**config.mk**
```make
export PLATFORM = sky130hd
export DESIGN_NAME = fetch_queue_flat
export DESIGN_NICKNAME = d
export VERILOG_FILES = /design/src/rtl/fetch_queue_if.sv /design/src/rtl/fetch_queue.sv /design/src/flat_wrapper.sv
export SDC_FILE = /design/constraint.sdc
export NUM_CORES = 1
export LEC_CHECK = 0
export CAP_MARGIN = 20
export CORE_UTILIZATION = 40
export DETAILED_ROUTE_END_ITERATION = 6
export GPL_TIMING_DRIVEN = 1
export PLACE_DENSITY_LB_ADDON = 0.15
export SLEW_MARGIN = 40
export SYNTH_ARGS = -nofsm -noshare
export SYNTH_HDL_FRONTEND = slang
export SYNTH_SLANG_ARGS = --single-unit
```
**constraint.sdc**
```tcl
create_clock -name clk -period 3.3 [get_ports clk]
set_input_delay 0.66 -clock clk [delete_from_list [all_inputs] [get_ports clk]]
set_output_delay 0.66 -clock clk [all_outputs]
set_load 0.02 [all_outputs]
```
**src/rtl/fetch_queue_if.sv**
```systemverilog
// Fetch front-end bundle: instruction-memory read port, execute redirect and decode handshake.
// The fetch queue drives the master side; the surrounding pipeline uses the slave side.
interface fetch_queue_if #(
    parameter int unsigned ADDR_W = 16,
    parameter int unsigned DEPTH  = 4
);
    localparam int unsigned LVL_W = $clog2(DEPTH + 1);

    logic              imem_req;
    logic [ADDR_W-1:0] imem_addr;
    logic [31:0]       imem_data;
    logic              redirect;
    logic [31:0]       redirect_pc;
    logic              out_valid;
    logic              out_ready;
    logic [31:0]       out_ir;
    logic [31:0]       out_pc;
    logic [LVL_W-1:0]  level;

    modport master (
        output imem_req, imem_addr, out_valid, out_ir, out_pc, level,
        input  imem_data, redirect, redirect_pc, out_ready
    );

    modport slave (
        input  imem_req, imem_addr, out_valid, out_ir, out_pc, level,
        output imem_data, redirect, redirect_pc, out_ready
    );
endinterface

```
**src/rtl/fetch_queue.sv**
```systemverilog
// Prefetching instruction-fetch front end: DEPTH-entry queue fed by a one-cycle-latency
// synchronous imem, drained by decode over valid/ready, flushed by redirects from execute.
module fetch_queue #(
    parameter int unsigned ADDR_W   = 16,
    parameter int unsigned DEPTH    = 4,
    parameter logic [31:0] RESET_PC = 32'h0
) (
    input  logic          clk,
    input  logic          reset,
    fetch_queue_if.master bus
);
    localparam int unsigned PTR_W = $clog2(DEPTH);
    localparam int unsigned CNT_W = $clog2(DEPTH + 1);
    localparam int unsigned SUM_W = CNT_W + 1;

    typedef struct packed {
        logic [31:0] ir;
        logic [31:0] pc;
    } entry_t;

    entry_t           mem [DEPTH];
    logic [31:0]      fetch_pc;
    logic [31:0]      inflight_pc;
    logic             inflight;
    logic [PTR_W-1:0] rd_ptr;
    logic [PTR_W-1:0] wr_ptr;
    logic [CNT_W-1:0] count;
    logic             pop;
    logic             push;
    logic             issue;
    logic [SUM_W-1:0] demand;

    // Admission: only issue a read if its response is guaranteed a free slot.
    always_comb begin
        pop    = (count != '0) & bus.out_ready & ~bus.redirect;
        push   = inflight & ~bus.redirect;
        demand = SUM_W'(count) + SUM_W'(inflight) - SUM_W'(pop);
        issue  = ~reset & ~bus.redirect & (demand < SUM_W'(DEPTH));
    end

    always_ff @(posedge clk or posedge reset) begin
        if (reset) begin
            fetch_pc    <= RESET_PC;
            inflight    <= 1'b0;
            inflight_pc <= '0;
            rd_ptr      <= '0;
            wr_ptr      <= '0;
            count       <= '0;
        end else if (bus.redirect) begin
            // Flush wins over everything, including a response arriving this cycle.
            fetch_pc <= {bus.redirect_pc[31:2], 2'b00};
            inflight <= 1'b0;
            rd_ptr   <= '0;
            wr_ptr   <= '0;
            count    <= '0;
        end else begin
            inflight <= issue;
            if (issue) begin
                inflight_pc <= fetch_pc;
                fetch_pc    <= fetch_pc + 32'd4;
            end
            if (pop) begin
                rd_ptr <= rd_ptr + PTR_W'(1);
            end
            if (push) begin
                wr_ptr <= wr_ptr + PTR_W'(1);
            end
            count <= count + CNT_W'(push) - CNT_W'(pop);
        end
    end

    // Queue storage is intentionally not reset.
    always_ff @(posedge clk) begin
        if (push) begin
            mem[wr_ptr] <= '{ir: bus.imem_data, pc: inflight_pc};
        end
    end

    assign bus.imem_req  = issue;
    assign bus.imem_addr = fetch_pc[ADDR_W-1:0];
    assign bus.out_valid = (count != '0);
    assign bus.out_ir    = mem[rd_ptr].ir;
    assign bus.out_pc    = mem[rd_ptr].pc;
    assign bus.level     = count;
endmodule

```
**src/flat_wrapper.sv**
```systemverilog
// flat-port wrapper written by rule: the top's interface ports become plain ports
module fetch_queue_flat 
#(
    parameter int unsigned ADDR_W   = 16,
    parameter int unsigned DEPTH    = 4,
    parameter logic [31:0] RESET_PC = 32'h0
)
  (clk, reset, bus_imem_req, bus_imem_addr, bus_out_valid, bus_out_ir, bus_out_pc, bus_level, bus_imem_data, bus_redirect, bus_redirect_pc, bus_out_ready);
  fetch_queue_if #(.ADDR_W(ADDR_W), .DEPTH(DEPTH)) bus_i ();
  input  logic clk;
  input  logic reset;
  output wire logic [$bits(bus_i.imem_req)-1:0] bus_imem_req;
  output wire logic [$bits(bus_i.imem_addr)-1:0] bus_imem_addr;
  output wire logic [$bits(bus_i.out_valid)-1:0] bus_out_valid;
  output wire logic [$bits(bus_i.out_ir)-1:0] bus_out_ir;
  output wire logic [$bits(bus_i.out_pc)-1:0] bus_out_pc;
  output wire logic [$bits(bus_i.level)-1:0] bus_level;
  input wire logic [$bits(bus_i.imem_data)-1:0] bus_imem_data;
  input wire logic [$bits(bus_i.redirect)-1:0] bus_redirect;
  input wire logic [$bits(bus_i.redirect_pc)-1:0] bus_redirect_pc;
  input wire logic [$bits(bus_i.out_ready)-1:0] bus_out_ready;
  assign bus_imem_req = bus_i.imem_req;
  assign bus_imem_addr = bus_i.imem_addr;
  assign bus_out_valid = bus_i.out_valid;
  assign bus_out_ir = bus_i.out_ir;
  assign bus_out_pc = bus_i.out_pc;
  assign bus_level = bus_i.level;
  assign bus_i.imem_data = bus_imem_data;
  assign bus_i.redirect = bus_redirect;
  assign bus_i.redirect_pc = bus_redirect_pc;
  assign bus_i.out_ready = bus_out_ready;
  fetch_queue #(.ADDR_W(ADDR_W), .DEPTH(DEPTH), .RESET_PC(RESET_PC)) u_core (.clk(clk), .reset(reset), .bus(bus_i));
endmodule
```
==> qor.yml, run 1 <==
die:
  start_util_pct: 41.13
  row_count: 64
  fp.dieH_um: 180.3
  die_area_sq_mm: 0.03250
  dieWidth_um: 180.3
  core-area_sq_mm: 0.03091
  ios: 153
detailed_routing:
  avgRoutedWirePerCell_um: 20.51
  drc_errors: 0
  via_count: 6562
  drtIter0Drc: 366
  final_antenna_net_count: 0
  routed_via_density: 5.183
  finalWirelength_um: 25970
  firstDrtPassIters: 5
place:
  port_buffers: 146
  dp_hpwl_um: 17240
  routabilityCongestion: 0.7628
  placed_cell_area_sq_mm: 0.01484
clock_tree:
  ctsHoldBuffers: 0
  root_buffer: "clkbuf_16"
  clockBufferDepth: 3
  cts_tree: "done"
  cts_inserted_buffers: 35
  clock_sinks: 316
  cts-htree-levels: 2
  worstSkewPairLatency_ps: 510
  clkSlewWorstSetupHoldPaths_ps: 60
yosys:
  ys_ff_latch: 316
  synth_flop_cell: "edfxtp_1"
  synth_edf_count: 248
  synth_top_family_by_area: "multiplexers"
  yosys_warnings: 0
  synthAdderAreaFrac_pct: 1.043
  avgSynthCellArea_sq_um: 19.18
  synth.area.mux_share_pct: 14.68
  syn_area_sq_mm: 0.01271
  syn_inst: 663
  synth_compound_area_share_pct: 3.238
  yosys.area_share.simple_pct: 4.330
  synth_cell_types: 50
  synth-xor-area-share_pct: 2.057
  ys_seq_area_share_pct: 71.96
  synthArstFlopShare_pct: 21.52
worst_setup_path:
  crit_required_ps: 2640
  crit_end: "bus_out_ir[3]"
  startpoint_type: "register"
  slowest_stage: "dfrtp_4"
  worstPathArrival_ps: 2480
  crit_path_start: "u_core.rd_ptr[1]"
  regToRegEndpoint: "u_core.fetch_pc[30]"
  critical_path_class: "reg -> out"
  regToRegStartpoint: "u_core.bus.level[2]"
  cpPeakStageDelay_ps: 790
  r2r_slack_ps: 300
  cp_cell_sequence: "buf_12 > mux4_2 > clkdlybuf4s50_1"
  r2r_cells: 13
  cp-end-kind: "output pin"
  crit_fanout: 34
sta:
  max_slew_margin_pct: 56.50
  worst_clock_skew_ps: 9.939
  setup_viol: 0
  rsz0062_at_grt: "false"
  post-route-min-period_ps: 3139
  finalHoldViolations: 0
  timing.final.crit_share_pct: 95.14
  max_freq_mhz: 318.5
  finalMaxSlewViolations: 0
  tightest_slew_ps: 636.0
  worst_hold_slack_ps: 516.6
outcome:
  outcome: "complete, no violations"
global_route:
  grt_overflow: 0
  grt_antenna_before_repair: 1
  grt_pass1_vias: 7044
  grt_pass1_wl_um: 40880
  grt_max_degree: 61
  gr-usage-all-layers_pct: 16.44
final_layout:
  fin_nets: 921
  final_cell_area_sq_mm: 0.01599
  finish.utilization_pct: 51.74
  num_antenna_cells: 0
  area_delta_synth_final_pct: 25.79
  drive_above_1_share_pct: 25.17
pwr:
  leakage_nw: 5.393
  ir_worst_vdd_mv: 0.3506
  p_per_area_mw_per_mm2: 757.4
hold_path:
  hp-class: "reg -> reg"
run:
  maxCapViolations: 0
==> state kept, by name, summed over array words and instances, names as in the netlist <==
| name | cells |
|---|---|
| u_core.mem | 248 |
| u_core.fetch_pc | 30 |
| u_core.wr_ptr | 2 |
| u_core.rd_ptr | 2 |
| u_core.inflight | 1 |
| u_core.bus.level | 3 |
| u_core.inflight_pc | 30 |
==> layer usage <==
layer	vias to the layer above	share of wire, %	GRT usage, %
met4	0	2.2	5.094
met3	39	4.5	2.749
li1	2985	-	-
met1	3353	44	21.98
met5	-	0	0
met2	185	50	27.55
==> power breakdown <==
group	switching [W]	internal, W	leakage (nW)
Combinational	0.00145	0.00165	1.78
Sequential	0.000382	0.00492	3.07
Clock	0.00146	0.00224	0.540
Total	0.00330	0.00881	5.39
==> worst max-delay path: cells and delay by family (launching register included) <==
family / cells / cell delay (ps)
muxes: 1 / 330
buffers and inverters: 2 / 810
DFF: 1 / 790
==> stage by stage <==
step,std cells,setup WS (ps),power (W),setup TNS [ps]
after floorplan,666,8.699,0.007153,0
after global placement,1198,-424.9,0.008420,-12700
after detailed placement,1198,-457.4,0.008496,-15700
after CTS,1266,64.99,0.01229,0
after global routing,1266,21.32,0.01264,0
final,1266,160.5,0.01211,0
==> placed cells by master (no fill, tap or decap), types with 6 or more instances in the layout <==
cell / synthesis / layout
buf_4: 19 / 27
edfxtp_1: 248 / 248
nand3_1: 11 / 11
dfrtp_1: 68 / 66
o21ai_0: 12 / 12
clkdlybuf4s50_1: 0 / 143
nor2_1: 14 / 14
ha_1: 9 / 8
mux4_2: 62 / 62
nand2_1: 33 / 32
a21oi_1: 8 / 8
inv_1: 12 / 11
nand4_1: 9 / 9
clkbuf_16: 0 / 35
xnor2_1: 15 / 15
xor2_1: 13 / 13
buf_12: 0 / 13
clkbuf_1: 11 / 12
and3_1: 6 / 6
mux2_2: 40 / 40
==> synthesized netlist by cell type (2+ instances only) <==
| master | n | area share (%) |
|---|---|---|
| a211oi_1 | 5 | 0.30 |
| nand3_1 | 11 | 0.43 |
| nor2b_1 | 3 | 0.15 |
| buf_1 | 2 | 0.059 |
| mux2i_1 | 2 | 0.16 |
| edfxtp_1 | 248 | 59 |
| buf_6 | 5 | 0.44 |
| ha_1 | 9 | 0.89 |
| xnor2_1 | 15 | 1.0 |
| nand4_1 | 9 | 0.44 |
| a2111oi_2 | 2 | 0.24 |
| buf_2 | 9 | 0.35 |
| and4_1 | 4 | 0.28 |
| o21ai_1 | 3 | 0.12 |
| a2111oi_0 | 5 | 0.34 |
| mux4_2 | 62 | 11 |
| a211oi_2 | 2 | 0.20 |
| and2_1 | 5 | 0.25 |
| a2111oi_4 | 3 | 0.65 |
| clkbuf_1 | 11 | 0.32 |
| nor3b_1 | 2 | 0.12 |
| inv_1 | 12 | 0.35 |
| buf_4 | 19 | 1.1 |
| a221o_1 | 2 | 0.16 |
| and3_1 | 6 | 0.30 |
| a21oi_1 | 8 | 0.31 |
| xor2_1 | 13 | 0.90 |
| mux2_2 | 40 | 3.5 |
| dfrtp_1 | 68 | 13 |
| nor2_1 | 14 | 0.41 |
| a211o_1 | 2 | 0.14 |
| o21ai_0 | 12 | 0.47 |
| nand2_1 | 33 | 0.97 |
==> area by class of cell <==
class                           count  area, sq um
Multi-Input combinational cell    292         3269
Timing Repair Buffer              186         1913
Inverter                           12        45.04
Fill cell                        2493        14920
Clock inverter                     12        123.9
Tap cell                          396        495.5
Sequential cell                   316         9156
Clock buffer                       52        989.7
==> worst min-delay path by stage <==
stage,from,to,slack [ps],cells after the start
5_1_grt,u_core.inflight_pc[8],u_core.mem[2][8],540,0
2_1_floorplan,u_core.inflight_pc[10],u_core.mem[0][10],470,0
4_1_cts,u_core.inflight_pc[2],u_core.mem[0][2],520,0
6_report,u_core.inflight_pc[2],u_core.mem[2][2],520,0
3_3_place_gp,u_core.inflight_pc[6],u_core.mem[0][6],480,0
3_5_place_dp,u_core.inflight_pc[2],u_core.mem[2][2],500,0
==> logic make-up (layout without fill, tap and decap cells) <==
family	Yosys count	count (layout)
AO/OA/AOI/OAI	48	48
XOR/XNOR	29	29
adder cells (fa/ha/maj)	10	10
buffers and inverters	58	262
flip-flops	316	316
multiplexers	104	104
other	1	4
AND/OR/NAND/NOR	97	97
==> timing repair <==
action | in CTS | in global routing
resized for setup | 4 | 1
setup endpoints to repair | 8 | 1
pin swaps | 0 | 0
setup buffers | 4 | 0
Note: power is estimated with default switching activity, not from simulation.
==> run 2: changes to the inputs <==
--- a/config.mk
+++ b/config.mk
@@ -6,6 +6,7 @@
 export NUM_CORES = 1
 export LEC_CHECK = 0
 export CAP_MARGIN = 20
+export CORE_ASPECT_RATIO = 0.8
 export CORE_UTILIZATION = 40
 export DETAILED_ROUTE_END_ITERATION = 6
 export GPL_TIMING_DRIVEN = 1
==> run 2 against run 1 <==
Via count up 0.12%. Combinational power is essentially flat. Clock skew is 4.3 ps higher. Register-to-register slack hardly changed. Die area hardly changed. Count of clock-buffer cells in the layout decreased by 5.
==> qor.yml, run 2 (synthesized netlist as in run 1, its figures left out) <==
place:
  placed_cell_area_sq_mm: 0.01478  # -0.45%
  port_buffers: 146  # unchanged
  dp.cells: 1207  # +0.75%
  routabilityCongestion: 0.7789  # +2.1%
  dp_hpwl_um: 16110  # -6.6%
worst_setup_path:
  crit_fanout: 26  # -24%
  crit_path_start: "u_core.rd_ptr[0]"
  worstPathArrival_ps: 2520  # +40 ps
  crit_required_ps: 2640  # about the same
  critical_path_class: "reg -> out"
  cp-end-kind: "output pin"
  startpoint_type: "register"
  regToRegStartpoint: "u_core.bus.level[2]"
sta:
  max_freq_mhz: 314.5  # -1.3%
  finalMaxSlewViolations: 0  # unchanged
  setup_tns_ps: 0  # unchanged
  worst_clock_skew_ps: 14.19  # +4.251 ps
  tightest_slew_ps: 719.2  # +83.20 ps
  worst_hold_slack_ps: 514.5  # -2.062 ps
  rsz0062_at_grt: "false"
  post-route-min-period_ps: 3179  # +39.77 ps
  setup_viol: 0  # unchanged
  finalHoldViolations: 0  # unchanged
  max_slew_margin_pct: 51.98  # -4.5 points
  timing.final.crit_share_pct: 96.34  # +1.2 points
final_layout:
  final_cell_mix: "edfxtp_1 (248), clkdlybuf4s50_1 (143), dfrtp_1 (66)"
  largest_register: "u_core.mem"
  largest_registers: "u_core.mem x248, u_core.fetch_pc x30, u_core.inflight_pc x30"
  largest_register_ffs: 248  # unchanged
  area_delta_synth_final_pct: 24.50
  fin_nets: 912  # -0.98%
  fin_cells: 1272  # +0.47%
  drive_above_1_share_pct: 24.33  # -0.84 points
  finish.utilization_pct: 51.37  # -0.37 points
  final_cell_area_sq_mm: 0.01583  # -1.0%
  final_common_cell: "edfxtp_1"
  num_antenna_cells: 0  # unchanged
clock_tree:
  cts_tree: "done"
  ctsHoldBuffers: 0  # unchanged
  worstSkewPairLatency_ps: 560  # +50 ps
  cts_inserted_buffers: 31  # -11%
  root_buffer: "clkbuf_16"
  clkSlewWorstSetupHoldPaths_ps: 60  # about the same
  cts-htree-levels: 1  # -1
  clockBufferDepth: 3  # unchanged
  clock_sinks: 316  # unchanged
die:
  row_count: 57  # -11%
  core-area_sq_mm: 0.03081  # -0.32%
  die_area_sq_mm: 0.03251  # about the same
  start_util_pct: 41.26  # +0.13 points
  ios: 153  # unchanged
  fp.dieH_um: 161.5  # -10%
  dieWidth_um: 201.3  # +12%
detailed_routing:
  avgRoutedWirePerCell_um: 20.72  # +1.0%
  final_antenna_net_count: 0  # unchanged
  firstDrtPassIters: 5  # unchanged
  finalWirelength_um: 26360  # +1.5%
  drtIter0Drc: 316  # -14%
  drc_errors: 0  # unchanged
  via_count: 6570  # +0.12%
  routed_via_density: 5.165  # -0.35%
pwr:
  leakage_nw: 5.308  # -1.6%
  p_per_area_mw_per_mm2: 747.8  # -1.3%
  ir_worst_vdd_mv: 0.3673  # +4.8%
global_route:
  grt_pass1_vias: 6964  # -1.1%
  grt_antenna_before_repair: 0  # -1
  grt_pass1_wl_um: 41150  # +0.66%
  grt_overflow: 0  # unchanged
  grt_max_degree: 63  # +3.3%
  gr-usage-all-layers_pct: 16.53  # +0.094 points
hold_path:
  hp-class: "reg -> reg"
  hold_start: "u_core.inflight_pc[8]"
run:
  maxCapViolations: 0  # unchanged
outcome:
  outcome: "complete, no violations"
-- run 2: changes by cell type in the layout (fill, tap and decap cells not counted), moves of 2 or more --
| cell | before | now |
|---|---|---|
| buf_12 | 13 | 9 |
| clkbuf_16 | 35 | 32 |
| clkinv_2 | 2 | 5 |
| buf_4 | 27 | 25 |
| clkbuf_8 | 5 | 3 |
| inv_6 | 3 | 1 |
-- run 2: where the power goes --
group | internal (W) | switching, W | total [W]
clock | 0.00200 | 0.00144 | 0.00345
sequential | 0.00492 | 0.000373 | 0.00529
combinational | 0.00163 | 0.00146 | 0.00310
total | 0.00856 | 0.00328 | 0.0118
-- run 2: final cells by class --
cell class | count | area (sq um)
fill | 2515 | 14980
sequential | 316 | 9154
multi-input combinational | 292 | 3271
timing repair buffer | 181 | 1846
clock buffer | 47 | 887.1
tap | 413 | 516.7
clock inverter | 11 | 108.9
inverter | 12 | 45.04
-- run 2: path summary, 6_finish.rpt --
check                           slack [ps]                   to  cells past startpoint
worst min register to register         510     u_core.mem[0][8]                      0
max in group asynchronous             1840     u_core.rd_ptr[0]                      3
worst min-delay path                   510     u_core.mem[0][8]                      0
worst max-delay path                   120       bus_out_ir[26]                      3
worst max register to register         290  u_core.fetch_pc[30]                     13
min in group asynchronous              760   u_core.fetch_pc[2]                      2
-- run 2: metal layers --
layer	wire, um	vias to the layer above	GRT usage, %	part of all wire [%]
li1	-	2953	-	-
met4	505	0	3.547	1.9
met2	12700	149	27.29	48
met3	986	35	2.603	3.7
met5	0	-	0	0
met1	12160	3433	23.26	46
-- run 2: timing repair --
| action | 4_1_cts | 5_1_grt |
|---|---|---|
| setup endpoints to repair | 2 | 16 |
| resized for setup | 5 | 2 |
| buffers inserted | 0 | 7 |
-- run 2: per-stage QoR --
step	total power, W	setup slack, ps
after CTS	0.01193	14.72
after global placement	0.008394	-415.8
after floorplan	0.007153	8.699
final	0.01184	120.8
after global routing	0.01235	2.745
after detailed placement	0.008471	-517.7
-- run 2: worst max-delay path: stages (launching register included) --
cell and delay, ps:
dfrtp_4 560, buf_16 270, mux4_2 540, clkdlybuf4s50_1 590
